$ cat src/rtl/regfile_wb_queue.sv
// Write-side front end of the integer register file: an in-order writeback FIFO
// that retires one entry per cycle and forwards pending values to decode.
module regfile_wb_queue #(
   parameter int unsigned DEPTH = 4
) (
   input  logic                       clk,
   input  logic                       rst,
   input  logic                       wb_valid,
   output logic                       wb_ready,
   input  logic [4:0]                 wb_rd_s,
   input  logic [31:0]                wb_rd_v,
   input  logic                       drain_en,
   output logic                       regf_we,
   output logic [4:0]                 rd_s,
   output logic [31:0]                rd_v,
   input  logic [4:0]                 rs1_s,
   input  logic [4:0]                 rs2_s,
   output logic                       fwd1_hit,
   output logic [31:0]                fwd1_v,
   output logic                       fwd2_hit,
   output logic [31:0]                fwd2_v,
   output logic [$clog2(DEPTH):0]     count,
   output logic                       empty
);

   localparam int unsigned PTR_W = $clog2(DEPTH);
   localparam int unsigned CNT_W = PTR_W + 1;

   typedef struct packed {
      logic [4:0]  idx;
      logic [31:0] val;
   } wb_entry_t;

   wb_entry_t              mem [DEPTH];
   logic [DEPTH-1:0]       vld_q;
   logic [PTR_W-1:0]       head_q;
   logic [PTR_W-1:0]       tail_q;
   logic [CNT_W-1:0]       count_q;
   logic [CNT_W-1:0]       count_d;
   logic                   empty_q;
   logic                   enq;
   logic                   deq;
   wb_entry_t              head_ent;

   // Retire port: head entry drives the regfile; nothing is written while in reset
   always_comb begin
      head_ent = mem[head_q];
      regf_we  = !rst && !empty_q && drain_en;
      rd_s     = 5'd0;
      rd_v     = 32'd0;
      if (!rst && !empty_q) begin
         rd_s = head_ent.idx;
         rd_v = head_ent.val;
      end
   end

   // Handshake; x0 writes complete the handshake but are never stored
   always_comb begin
      wb_ready = !rst && ((count_q < CNT_W'(DEPTH)) || regf_we);
      enq      = wb_valid && wb_ready && (wb_rd_s != 5'd0);
      deq      = regf_we;
      count_d  = count_q;
      if (enq && !deq) begin
         count_d = count_q + CNT_W'(1);
      end else if (!enq && deq) begin
         count_d = count_q - CNT_W'(1);
      end
   end

   // Pointers, valid bits and occupancy
   always_ff @(posedge clk) begin
      if (rst) begin
         head_q  <= '0;
         tail_q  <= '0;
         count_q <= '0;
         empty_q <= 1'b1;
         vld_q   <= '0;
      end else begin
         // Clear before set so a full-queue enqueue into the retiring slot stays valid
         if (deq) begin
            vld_q[head_q] <= 1'b0;
            head_q        <= head_q + PTR_W'(1);
         end
         if (enq) begin
            vld_q[tail_q] <= 1'b1;
            tail_q        <= tail_q + PTR_W'(1);
         end
         count_q <= count_d;
         empty_q <= (count_d == '0);
      end
   end

   // Payload storage needs no reset; validity is tracked by vld_q
   always_ff @(posedge clk) begin
      if (enq) begin
         mem[tail_q] <= '{idx: wb_rd_s, val: wb_rd_v};
      end
   end

   // Forwarding: walk oldest to youngest so the youngest match wins
   always_comb begin
      logic [PTR_W-1:0] p;
      fwd1_hit = 1'b0;
      fwd1_v   = 32'd0;
      fwd2_hit = 1'b0;
      fwd2_v   = 32'd0;
      p        = head_q;
      for (int unsigned i = 0; i < DEPTH; i++) begin
         p = head_q + PTR_W'(i);
         if (!rst && vld_q[p]) begin
            if ((rs1_s != 5'd0) && (mem[p].idx == rs1_s)) begin
               fwd1_hit = 1'b1;
               fwd1_v   = mem[p].val;
            end
            if ((rs2_s != 5'd0) && (mem[p].idx == rs2_s)) begin
               fwd2_hit = 1'b1;
               fwd2_v   = mem[p].val;
            end
         end
      end
   end

   assign count = count_q;
   assign empty = empty_q;

endmodule

$ cat config.mk
export PLATFORM = sky130hd
export DESIGN_NAME = regfile_wb_queue
export DESIGN_NICKNAME = d
export VERILOG_FILES = /design/src/rtl/regfile_wb_queue.sv
export SDC_FILE = /design/constraint.sdc
export NUM_CORES = 1
export LEC_CHECK = 0
export CAP_MARGIN = 40
export CELL_PAD_IN_SITES_DETAIL_PLACEMENT = 1
export CELL_PAD_IN_SITES_GLOBAL_PLACEMENT = 2
export CORE_UTILIZATION = 42
export CTS_BUF_LIST = sky130_fd_sc_hd__clkbuf_8
export CTS_CLUSTER_DIAMETER = 200
export DETAILED_ROUTE_END_ITERATION = 10
export GPL_TIMING_DRIVEN = 1
export PLACE_DENSITY = 0.95
export SYNTH_ARGS = -nofsm -noshare
export SYNTH_HDL_FRONTEND = slang
export SYNTH_SLANG_ARGS = --single-unit
$ cat constraint.sdc
create_clock -name clk -period 11.41 [get_ports clk]
set_clock_uncertainty 0.15 [all_clocks]
set_input_delay 2.282 -clock clk [delete_from_list [all_inputs] [get_ports clk]]
set_output_delay 2.282 -clock clk [all_outputs]
set_load 0.02 [all_outputs]
# Word-level counts from Yosys, hierarchy flattened
# Memory sizes are Yosys's and may differ from the RTL's. A register that Yosys moved wholly into a read port is not among the register bits.
# Cells that the tools add are included.
[word_totals]
regBits = 12
ram_bits = 148
output_inout_bits = 109
word_cells = 116
n_memories = 1
[op_classes]
add_sub_neg = 6
order_cmp = 8
n_eq_ne = 8
muxes = 55
n_bitwise = 3
n_reduce_logical = 30
[memory_table]
columns = ["name", "depth", "width", "read_ports", "rd_clocked_by_memory_dff", "wr", "line", "rtl"]
rows = [
  ["mem", 4, 37, 4, 1, 1, "34", "wb_entry_t mem [DEPTH];"],
]
[ops]
columns = ["operator", "n"]
rows = [
  ["$mux 32", 17],
  ["$eq 5x5->1", 8],
  ["$mux 1", 24],
  ["$logic_and 1x1->1", 21],
  ["$lt 2x3->1 const B", 5],
  ["$reduce_bool 5->1", 3],
  ["$mux 4", 3],
  ["$bmux 1 s2", 4],
  ["$mux 3", 2],
  ["$mux 5", 1],
  ["$add 2x1->2 const B", 2],
  ["$add 2x2->2 const B", 2],
  ["$and 4x4->4", 1],
  ["$demux 1 s2", 2],
  ["$ge 2x1->1 const B", 2],
  ["$logic_not 1->1", 4],
  ["$mux 2", 2],
  ["$not 4->4", 1],
  ["$or 4x4->4", 1],
  ["$add 3x1->3 const B", 1],
  ["$logic_not 3->1", 1],
  ["$lt 3x3->1 const B", 1],
  ["$sub 3x1->3 const B", 1],
  ["$logic_or 1x1->1", 1],
]

# Depth between registers and ports, before layout
# Gate-level depths: netlist of the first run.
[logic_depth]
depth_word = 12
ltp_mapped = 17
ltp_nobuf = 8

# Worst setup path before layout of the first run
# No wires, ideal clock.
[synth_timing]
kind = "in2out"
from = "input rs2_s[1]"
to = "output fwd2_v[21]"
t_arrival_ps = 4447
setup_slack_ps = 4531
path_stages = 9
path_buffers = 3
path_cell_list = "clkbuf_1 > or4_1 > nor2_1 > or3_1 > buf_2 > nor2_1 > buf_2 > o311a_1 > o22ai_1"
[synth_between]
elab_chain_len = 10
[synth_lines]
columns = ["element", "line", "rtl"]
rows = [
  ["start: declaration", "17", "input logic [4:0] rs2_s,"],
  ["$eq 5x5->1 or $reduce_bool 5->1 (tied branches)", "115", "if ((rs2_s != 5'd0) && (mem[p].idx == rs2_s)) begin"],
  ["$logic_and 1x1->1", "115", ""],
  ["$mux 32", "115", ""],
  ["$mux 32", "110", "if (!rst && vld_q[p]) begin"],
  ["$mux 32", "115", ""],
  ["$mux 32", "110", ""],
  ["$mux 32", "115", ""],
  ["$mux 32", "110", ""],
  ["$mux 32", "115", ""],
  ["$mux 32 (*)", "110", ""],
  ["end: declaration", "21", "output logic [31:0] fwd2_v,"],
]
# Mark *: on every way between the ends. The rest lies on a longest branch, timed or not.

# Final worst setup path of the first run
[layout_timing]
from = "input rs2_s[2]"
to = "output fwd2_v[1]"
# Same word-level chain as after synthesis.

==> impl_metrics.csv, run 1 <==
group,metric,value,unit
cells_and_area,fin_nets,1171,
timing,min_period,8.59,ns
run,cap_viol_max_count,0,
cells_and_area,final_area,0.0143,mm2
die,start_util,0.429,
run_status,outcome,"complete, no violations",
worst_hold_path,min_path_type,"reg2reg",
logic_synthesis,synthTopCellsByArea,"edfxtp_1 37%, mux4_2 20%, mux2i_1 5.0%, nand2_1 2.5%, and2_1 2.4%",
logic_synthesis,async_flop_share,0,
drt,postRouteAntennaNets,0,
timing,setup-tns-final,0,ns
setup_path,cp-startpoint,"rs2_s[2]",
setup_path,critical-path-slowest-cell,"clkdlybuf4s50_1",
timing,rsz0062_at_grt,"no",
setup_path,cpPeakStageDelay,0.63,ns
setup_path,crit_type,"in2out",
die,die_h,171,um
global_routing,overflow,0,
logic_synthesis,synth_seq_cells,162,
logic_synthesis,yosys_warnings,0,
setup_path,r2r-end,"head_q[1]",
die,rows,61,
setup_path,endpoint,"fwd2_v[1]",
die,ios,160,
logic_synthesis,yosysMostFrequentCell,"edfxtp_1",
timing,slew_headroom,0.332,
clocking,post_cts_resized,0,
global_routing,grt_pass1_wl,62100,um
timing,hold_viol_final,0,
logic_synthesis,netlist_instances,1010,
die,core_region_area,0.0279,mm2
clocking,clock_sinks,162,
setup_path,cp.required,8.98,ns
logic_synthesis,synth.largest_area_cell,"edfxtp_1",
timing,setup_viol,0,
setup_path,r2r_slack,7.52,ns
clocking,h-tree-depth,4,
logic_synthesis,yosysSeqAreaShare,0.394,
cells_and_area,fillers,2932,
drt,wl_per_cell,27.3,um
setup_path,cp.arrival,6.16,ns
placed_design,io_buffers,159,
die,dieArea,0.0292,mm2
clocking,cts_tree,"built",
setup_path,cp-start-kind,"input pin",
cells_and_area,layout-drive-gt1-share,0.185,
drt,vias_per_cell,6.71,
logic_synthesis,avgSynthCellArea,11.9,um2
timing,fin_crit_sh,0.753,
logic_synthesis,synth_cell_types,55,
setup_path,cp_cell_sequence,"clkdlybuf4s50_1, or4_1, nor2_1, or3_1, buf_4, nor2_1, buf_4, o311a_1, o22ai_1, clkdlybuf4s50_1",
setup_path,crit_fanout,28,
drt,wirelength,41000,um
setup_path,worst_setup_path_end_kind,"primary output",
logic_synthesis,yosysTopAreaCellShare,0.371,
clocking,clock_path_buffers,2,
cells_and_area,diodes,0,
drt,drt_iter0_markers,987,
logic_synthesis,synth_edf_count,148,
clocking,hold_buffers,0,
placed_design,place_area,0.0139,mm2
placed_design,hpwl,26200,um
logic_synthesis,syn-num-nets,1071,
clocking,ctsRootBufferMaster,"clkbuf_8",
timing,worstMarginPinSlew,0.999,ns
global_routing,grt_pass1_vias,10300,
cells_and_area,area_growth,19.4,%
cells_and_area,seq_area,0.00473,mm2
setup_path,r2r_start,"head_q[0]",
global_routing,antenna_found_initial,0,
power,vdd_ir_drop_max,0.0789,mV
die,dieWidth,171,um
timing,max_freq,0.116,GHz
logic_synthesis,synth_common_cells,"148 x edfxtp_1, 105 x mux4_2, 81 x nand2_1",
global_routing,grt_usage,0.286,
global_routing,grt_max_degree,67,
clocking,worstSkewPairLatency,0.48,ns
timing,slew_viol_final,0,
power,leakagePower,0.00431,uW
clocking,path_clk_slew,0.09,ns
setup_path,ff2ff_path_depth,6,
logic_synthesis,netlist_area,0.0120,mm2
drt,dr_total_vias,10100,
power,power_per_cell_area,117,mW/mm2
drt,drt_pass1_iterations,5,
clocking,cts_setup_buffers,0,
logic_synthesis,ys.flop_type,"edfxtp_1",
drt,drc,0,
cells_and_area,multiInputGateArea,0.00673,mm2
placed_design,place.gp.congestion,0.878,
clocking,cts_made_buffers,17,
[kinds of logic after synthesis]
logic type                 count (synthesis)  share of synthesized area
and+or+nand+nor                          263                      0.117
xor gates and xnor gates                  45                     0.0329
adders and majority gates                 10                     0.0104
muxes                                    182                      0.265
DFF                                      162                      0.394
buffers and inverters                    130                     0.0488
AOI/OAI and AO/OA                        218                      0.131
[how the worst min path moves through the flow]
stage	cells after the start	to	start
floorplan	2	vld_q[1]	vld_q[1]
global placement	2	vld_q[0]	vld_q[0]
detailed placement	2	vld_q[2]	vld_q[2]
CTS	2	vld_q[1]	vld_q[1]
global route	2	vld_q[1]	vld_q[1]
finish	2	vld_q[2]	vld_q[2]
[metal layers]
| metal | vias to the layer above | track usage | share of wire |
|---|---|---|---|
| li1 | 4256 | - | - |
| met1 | 5145 | 0.368 | 0.39 |
| met5 | - | 0 | 0 |
| met2 | 565 | 0.481 | 0.49 |
| met4 | 0 | 0.121 | 0.031 |
| met3 | 99 | 0.0444 | 0.083 |
[report_power, final]
group,leakage (uW),internal [uW],switching [uW]
registers,0.00146,680,27.2
logic,0.00266,233,307
clock network,0.000196,182,248
[critical path, delay by kind of cell]
family / cells / cell delay, ns
AO/OA/AOI/OAI: 2 / 0.50
buffers and inverters: 4 / 1.87
AND/OR/NAND/NOR: 4 / 1.49
[cells in the final DEF (no fill, tap or decap), types with 15 or more instances in the layout]
| cell | count |
|---|---|
| xnor2_1 | 30 |
| a21oi_1 | 19 |
| a221oi_1 | 16 |
| nor2_1 | 28 |
| xor2_1 | 15 |
| o21ai_0 | 54 |
| mux2_2 | 16 |
| clkbuf_8 | 17 |
| nor3b_1 | 23 |
| mux2i_1 | 60 |
| and2_1 | 39 |
| edfxtp_1 | 148 |
| clkdlybuf4s50_1 | 159 |
| o2111a_1 | 17 |
| mux4_2 | 105 |
| nand2_1 | 81 |
| nand3_1 | 23 |
| inv_1 | 19 |
| a211oi_1 | 21 |
| nor4_1 | 19 |
| buf_4 | 28 |
| o22ai_1 | 31 |
[area by class of cell]
class,count,share of cell area
tap,378,0.0331
inverter,20,0.00525
clock inverter,15,0.0117
sequential,162,0.331
clock buffer,17,0.0164
multi-input combinational,718,0.470
timing repair buffer,191,0.133
[flip-flops by register name, summed over array words and instances, names as in the netlist, named ones only]
name,cells
vld_q,4
count,3
tail_q,2
mem,148
empty,1
head_q,2
[through the flow]
step | setup slack, ns | hold slack (ns) | power [uW] | utilization | instances
floorplan | 4.53 | 0.335 | 1060 | - | 1010
global placement | 2.93 | 0.365 | 1230 | 0.494 | 1465
detailed placement | 2.88 | 0.389 | 1260 | 0.498 | 1469
CTS | 2.87 | 0.405 | 1680 | 0.512 | 1501
global route | 2.61 | 0.428 | 1730 | 0.512 | 1501
finish | 2.82 | 0.402 | 1680 | 0.512 | 1501
Power figures use the tool's default switching activity.
==> run 2, diff against run 1 <==
--- a/config.mk
+++ b/config.mk
@@ -8,12 +8,12 @@
 export CAP_MARGIN = 40
 export CELL_PAD_IN_SITES_DETAIL_PLACEMENT = 1
 export CELL_PAD_IN_SITES_GLOBAL_PLACEMENT = 2
-export CORE_UTILIZATION = 42
+export CORE_UTILIZATION = 35
 export CTS_BUF_LIST = sky130_fd_sc_hd__clkbuf_8
 export CTS_CLUSTER_DIAMETER = 200
 export DETAILED_ROUTE_END_ITERATION = 10
 export GPL_TIMING_DRIVEN = 1
-export PLACE_DENSITY = 0.95
+export PLACE_DENSITY = 0.88
 export SYNTH_ARGS = -nofsm -noshare
 export SYNTH_HDL_FRONTEND = slang
 export SYNTH_SLANG_ARGS = --single-unit
==> constraint.sdc (replaced) <==
create_clock -name clk -period 7.2 [get_ports clk]
set_clock_uncertainty 0.15 [all_clocks]
set_input_delay 1.44 -clock clk [delete_from_list [all_inputs] [get_ports clk]]
set_output_delay 1.44 -clock clk [all_outputs]
set_load 0.02 [all_outputs]
==> impl_metrics.csv, run 2 (same netlist as run 1, synthesis figures left out) <==
group,metric,value,unit
run_status,outcome,"complete, no violations",
setup_path,cp.arrival,5.31,ns
cells_and_area,layout-drive-gt1-share,0.195,
clocking,path_clk_slew,0.09,ns
placed_design,pre_cts_slack,0.634,ns
cells_and_area,fin_util,0.431,
clocking,clock_path_buffers,2,
setup_path,cpPeakStageDelay,1.00,ns
drt,wirelength,41000,um
drt,dr_total_vias,9852,
timing,setup-tns-final,0,ns
worst_hold_path,min_path_type,"reg2reg",
setup_path,crit_fanout,64,
timing,layout_setup_ws,0.298,ns
power,power_per_cell_area,190,mW/mm2
die,start_util,0.356,
cells_and_area,area_growth,21.0,%
worst_hold_path,min_from,"count[2]",
cells_and_area,fin_nets,1184,
cells_and_area,fillers,3507,
global_routing,grt_usage,0.234,
cells_and_area,diodes,0,
die,core_region_area,0.0336,mm2
placed_design,place.gp.congestion,0.918,
drt,vias_per_cell,6.22,
global_routing,gr-usage-met3,0.0261,
setup_path,cp-startpoint,"head_q[0]",
setup_path,critPathTopFamily,"buffers and inverters",
timing,hold_viol_final,0,
timing,slew_viol_final,0,
power,pwr-share-seq,0.408,
timing,fin_crit_sh,0.959,
setup_path,cp-start-kind,"register",
cells_and_area,most-common-layout-cells,"159 x clkdlybuf4s50_1, 148 x edfxtp_1, 105 x mux4_2",
clocking,hold_buffers,0,
clocking,h-tree-depth,4,
drt,postRouteAntennaNets,0,
setup_path,cp.required,5.61,ns
timing,setup_viol,0,
clocking,cts_setup_buffers,0,
power,p_clk_frac,0.281,
clocking,ctsRootBufferMaster,"clkbuf_8",
global_routing,overflow,0,
drt,drt_iter0_markers,913,
power,swShare,0.341,
die,rows,67,
power,p_switching,939,uW
power,intPower,1810,uW
die,dieArea,0.0350,mm2
setup_path,critical-path-slowest-cell,"or4_2",
global_routing,grt-busiest-layer,"met2",
timing,max_freq,0.145,GHz
global_routing,antenna_found_initial,0,
timing,rsz0062_at_grt,"no",
clocking,cts_tree,"built",
drt,drc,0,
global_routing,grt_pass1_wl,62100,um
placed_design,io_buffers,159,
die,dieWidth,187,um
global_routing,grt_max_degree,65,
global_routing,grtUsageMet2,0.379,
drt,drt_pass1_iterations,5,
global_routing,use_met1,0.319,
power,vdd_ir_drop_max,0.0987,mV
timing,whs,0.396,ns
cells_and_area,largest_reg_flops,148,
setup_path,r2r_start,"empty",
clocking,worstSkewPairLatency,0.47,ns
run,cap_viol_max_count,0,
setup_path,worst_setup_path_end_kind,"primary output",
die,die_h,187,um
setup_path,r2r_slack,3.77,ns
power,comb_power_share,0.311,
setup_path,crit_type,"reg2out",
clocking,cts_made_buffers,17,
cells_and_area,regMostFlops,"mem",
power,fin_total_pwr,2750,uW
placed_design,hpwl,28300,um
clocking,clock_sinks,162,
power,leakagePower,0.00439,uW
drt,wl_per_cell,25.9,um
timing,min_period,6.90,ns
clocking,post_cts_resized,0,
cells_and_area,final_common_cell,"clkdlybuf4s50_1",
setup_path,path_buf_inv,3,
timing,worstMarginPinSlew,0.868,ns
die,ios,160,
setup_path,cp_cell_sequence,"inv_1, ha_4, buf_4, mux4_2, nand2b_1, or4_2, nor3b_1, a311oi_1, clkdlybuf4s50_1",
timing,slew_headroom,0.422,
global_routing,grt_pass1_vias,10000,
run 2: final timing paths:
| kind | cells past startpoint | endpoint |
|---|---|---|
| min | 2 | count[2] |
| max | 9 | fwd2_v[31] |
| min reg2reg | 2 | count[2] |
| max reg2reg | 7 | mem[3][0] |
run 2: power by group through the flow:
stage	Sequential (uW)	Combinational, uW	Clock, uW
2_1_floorplan	1130	556	0
3_5_place_dp	1140	855	0
5_1_grt	1130	911	814
4_1_cts	1120	859	789
3_3_place_gp	1140	831	0
6_report	1120	857	774
run 2: layout make-up:
| class | count | area (um2) | share of cell area |
|---|---|---|---|
| inverters | 20 | 75.1 | 0.00518 |
| clock inverters | 15 | 211 | 0.0146 |
| well taps | 448 | 561 | 0.0387 |
| multi-input cells | 718 | 6730 | 0.464 |
| clock buffers | 17 | 234 | 0.0161 |
| repair buffers | 204 | 1960 | 0.135 |
| flip-flops and latches | 162 | 4730 | 0.326 |
run 2: per-layer routing:
layer / wire (um) / up-vias
met5: 0 / -
met4: 1430 / 0
met3: 2410 / 91
met2: 19500 / 455
met1: 17700 / 5030
li1: - / 4276
run 2: stage by stage:
step,instance area [um2],cells
after global placement,14000,1549
after floorplan,12000,1010
after detailed placement,14000,1552
after CTS,14500,1584
final,14500,1584
after global routing,14500,1584
run 2: worst reg2reg max path: stages (launching register included):
cell	delay (ns)
dfxtp_1	0.33
nor2_2	0.25
buf_8	0.19
nand2_1	0.18
inv_1	0.44
o221a_2	0.41
and2_2	0.69
buf_4	0.46
==> run 3, diff against run 2 <==
--- a/config.mk
+++ b/config.mk
@@ -5,15 +5,16 @@
 export SDC_FILE = /design/constraint.sdc
 export NUM_CORES = 1
 export LEC_CHECK = 0
+export ABC_AREA = 1
 export CAP_MARGIN = 40
 export CELL_PAD_IN_SITES_DETAIL_PLACEMENT = 1
 export CELL_PAD_IN_SITES_GLOBAL_PLACEMENT = 2
-export CORE_UTILIZATION = 35
+export CORE_UTILIZATION = 25
 export CTS_BUF_LIST = sky130_fd_sc_hd__clkbuf_8
 export CTS_CLUSTER_DIAMETER = 200
 export DETAILED_ROUTE_END_ITERATION = 10
 export GPL_TIMING_DRIVEN = 1
-export PLACE_DENSITY = 0.88
+export PLACE_DENSITY = 0.79
 export SYNTH_ARGS = -nofsm -noshare
 export SYNTH_HDL_FRONTEND = slang
 export SYNTH_SLANG_ARGS = --single-unit
==> impl_metrics.csv, run 3 <==
group,metric,value,unit
run_status,outcome,"complete, no violations",
timing,setup_viol,0,
placed_design,io_buffers,159,
logic_synthesis,synth_cell_types,38,
logic_synthesis,yosysSeqAreaShare,0.348,
timing,worstMarginPinSlew,1.14,ns
timing,setup-tns-final,0,ns
power,power_per_cell_area,173,mW/mm2
setup_path,crit_type,"in2out",
global_routing,grt_pass1_wl,84500,um
setup_path,ff2ff_path_depth,8,
cells_and_area,layout-drive-gt1-share,0.0459,
timing,fin_crit_sh,0.917,
clocking,h-tree-depth,4,
global_routing,grt_max_degree,288,
global_routing,grt_usage,0.198,
cells_and_area,most-common-layout-cells,"660 x nand2_1, 249 x inv_1, 225 x nor2_1",
worst_hold_path,min_path_type,"reg2reg",
placed_design,hpwl,37200,um
setup_path,cp_cell_sequence,"clkdlybuf4s50_1, inv_1, nand2_1, o21ai_1, nand3_1, nor2_1, nand3b_1, nand2_2, buf_4, nand2_1, nand2_1, nand2_1, clkdlybuf4s50_1",
setup_path,cpPeakStageDelay,0.66,ns
run,cap_viol_max_count,0,
setup_path,r2r-end,"mem[3][16]",
cells_and_area,final_common_cell,"nand2_1",
logic_synthesis,async_flop_share,0,
cells_and_area,regMostFlops,"mem",
drt,dr_total_vias,14000,
logic_synthesis,ys.flop_type,"edfxtp_1",
timing,min_period,6.60,ns
logic_synthesis,synth_common_cells,"660 x nand2_1, 254 x inv_1, 225 x nor2_1",
die,dieArea,0.0552,mm2
clocking,cts_setup_buffers,0,
setup_path,r2r_start,"empty",
logic_synthesis,yosys_warnings,0,
logic_synthesis,netlist_area,0.0136,mm2
cells_and_area,fin_util,0.301,
die,core_region_area,0.0537,mm2
setup_path,critical-path-slowest-cell,"clkdlybuf4s50_1",
global_routing,overflow,0,
clocking,hold_buffers,0,
drt,postRouteAntennaNets,0,
global_routing,grt_pass1_vias,14600,
cells_and_area,area_growth,19.0,%
cells_and_area,fin_nets,2247,
timing,slew_viol_final,0,
die,die_h,235,um
setup_path,cp-startpoint,"rst",
drt,wl_per_cell,18.8,um
cells_and_area,diodes,0,
die,ios,160,
drt,wirelength,54500,um
drt,drt_pass1_iterations,5,
placed_design,place.gp.congestion,0.857,
power,leakagePower,0.00718,uW
logic_synthesis,syn-num-nets,2173,
logic_synthesis,avgSynthCellArea,6.43,um2
logic_synthesis,yosysTopAreaCellShare,0.327,
clocking,clock_sinks,162,
logic_synthesis,synth.largest_area_cell,"edfxtp_1",
setup_path,crit_fanout,23,
die,dieWidth,235,um
die,start_util,0.253,
drt,drt_iter0_markers,823,
logic_synthesis,synth_seq_cells,162,
setup_path,cp.required,5.61,ns
timing,max_freq,0.152,GHz
global_routing,antenna_found_initial,1,
drt,vias_per_cell,4.85,
setup_path,cp.arrival,5.01,ns
logic_synthesis,synth_edf_count,148,
setup_path,cpMostUsedCell,"nand2_1",
timing,hold_viol_final,0,
timing,rsz0062_at_grt,"no",
cells_and_area,largest_reg_flops,148,
clocking,cts_tree,"built",
setup_path,worst_setup_path_end_kind,"primary output",
clocking,worstSkewPairLatency,0.50,ns
logic_synthesis,yosysMostFrequentCell,"nand2_1",
timing,slew_headroom,0.240,
logic_synthesis,synthTopCellsByArea,"edfxtp_1 33%, nand2_1 18%, o21ai_0 7.2%, inv_1 7.0%, nor2_1 6.2%",
setup_path,endpoint,"fwd1_v[15]",
clocking,clock_path_buffers,2,
power,vdd_ir_drop_max,0.132,mV
logic_synthesis,netlist_instances,2112,
clocking,ctsRootBufferMaster,"clkbuf_8",
drt,drc,0,
setup_path,cp-start-kind,"input pin",
worst_hold_path,hold_path_depth,2,
clocking,post_cts_resized,0,
clocking,path_clk_slew,0.09,ns
setup_path,r2r_slack,4.38,ns
clocking,cts_made_buffers,17,
die,rows,85,
-- run 3: cell count changes in the layout (fill, tap and decap cells not counted), sizes merged, moves of 106 or more --
cell   change
o21ai    +152
nand2    +581
nor2     +208
nand3    +126
inv      +236
mux4     -106
-- run 3: metrics by stage --
step | cells | worst slack, ns | hold slack [ns] | cell area (um2) | power [uW]
2_1_floorplan | 2112 | 2.87 | 0.306 | 13600 | 1740
3_3_place_gp | 2858 | 0.644 | 0.319 | 15600 | 2080
3_5_place_dp | 2863 | 0.571 | 0.331 | 15800 | 2130
4_1_cts | 2895 | 0.564 | 0.348 | 16200 | 2820
5_1_grt | 2895 | 0.343 | 0.373 | 16200 | 2960
6_report | 2895 | 0.600 | 0.347 | 16200 | 2790
-- run 3: logic make-up (layout without fill, tap and decap cells) --
group,count (synthesis),after routing,share of synthesized area
AOI/OAI and AO/OA,351,351,0.139
buffers and inverters,396,483,0.125
xor gates and xnor gates,10,10,0.00645
DFF,162,162,0.348
adders and majority gates,10,10,0.00922
and+or+nand+nor,1183,1183,0.372
-- run 3: metal layers --
metal / vias up / wire (um) / track usage
met4: 2 / 892 / 0.0478
met2: 274 / 26400 / 0.348
met3: 58 / 2010 / 0.0260
li1: 6913 / - / -
met5: - / 13 / 0
met1: 6787 / 25200 / 0.256
-- run 3: critical path, delay by kind of cell --
| family | cells | cell delay, ns |
|---|---|---|
| buffers and inverters | 4 | 1.88 |
| AND/OR/NAND/NOR | 8 | 1.38 |
| AO/OA/AOI/OAI | 1 | 0.29 |
-- run 3: worst min path at each step --
| stage | start | end |
|---|---|---|
| final | vld_q[3] | vld_q[3] |
| after floorplan | vld_q[2] | vld_q[2] |
| after CTS | vld_q[2] | vld_q[2] |
| after global routing | vld_q[2] | vld_q[2] |
| after global placement | vld_q[2] | vld_q[2] |
| after detailed placement | vld_q[2] | vld_q[2] |
-- run 3: cell type report --
type                    instances  area (um2)
flip-flops and latches        162        4730
clock buffers                  17         234
multi-input cells            1554        7210
clock inverters                15         156
inverters                     261         987
well taps                     696         871
fillers                      6685       37600
repair buffers                190        1950
-- run 3: power by group --
group | switching, uW | total [uW] | internal (uW)
clock | 374 | 685 | 311
combinational | 679 | 997 | 318
sequential | 32.2 | 1100 | 1070
total | 1080 | 2790 | 1700
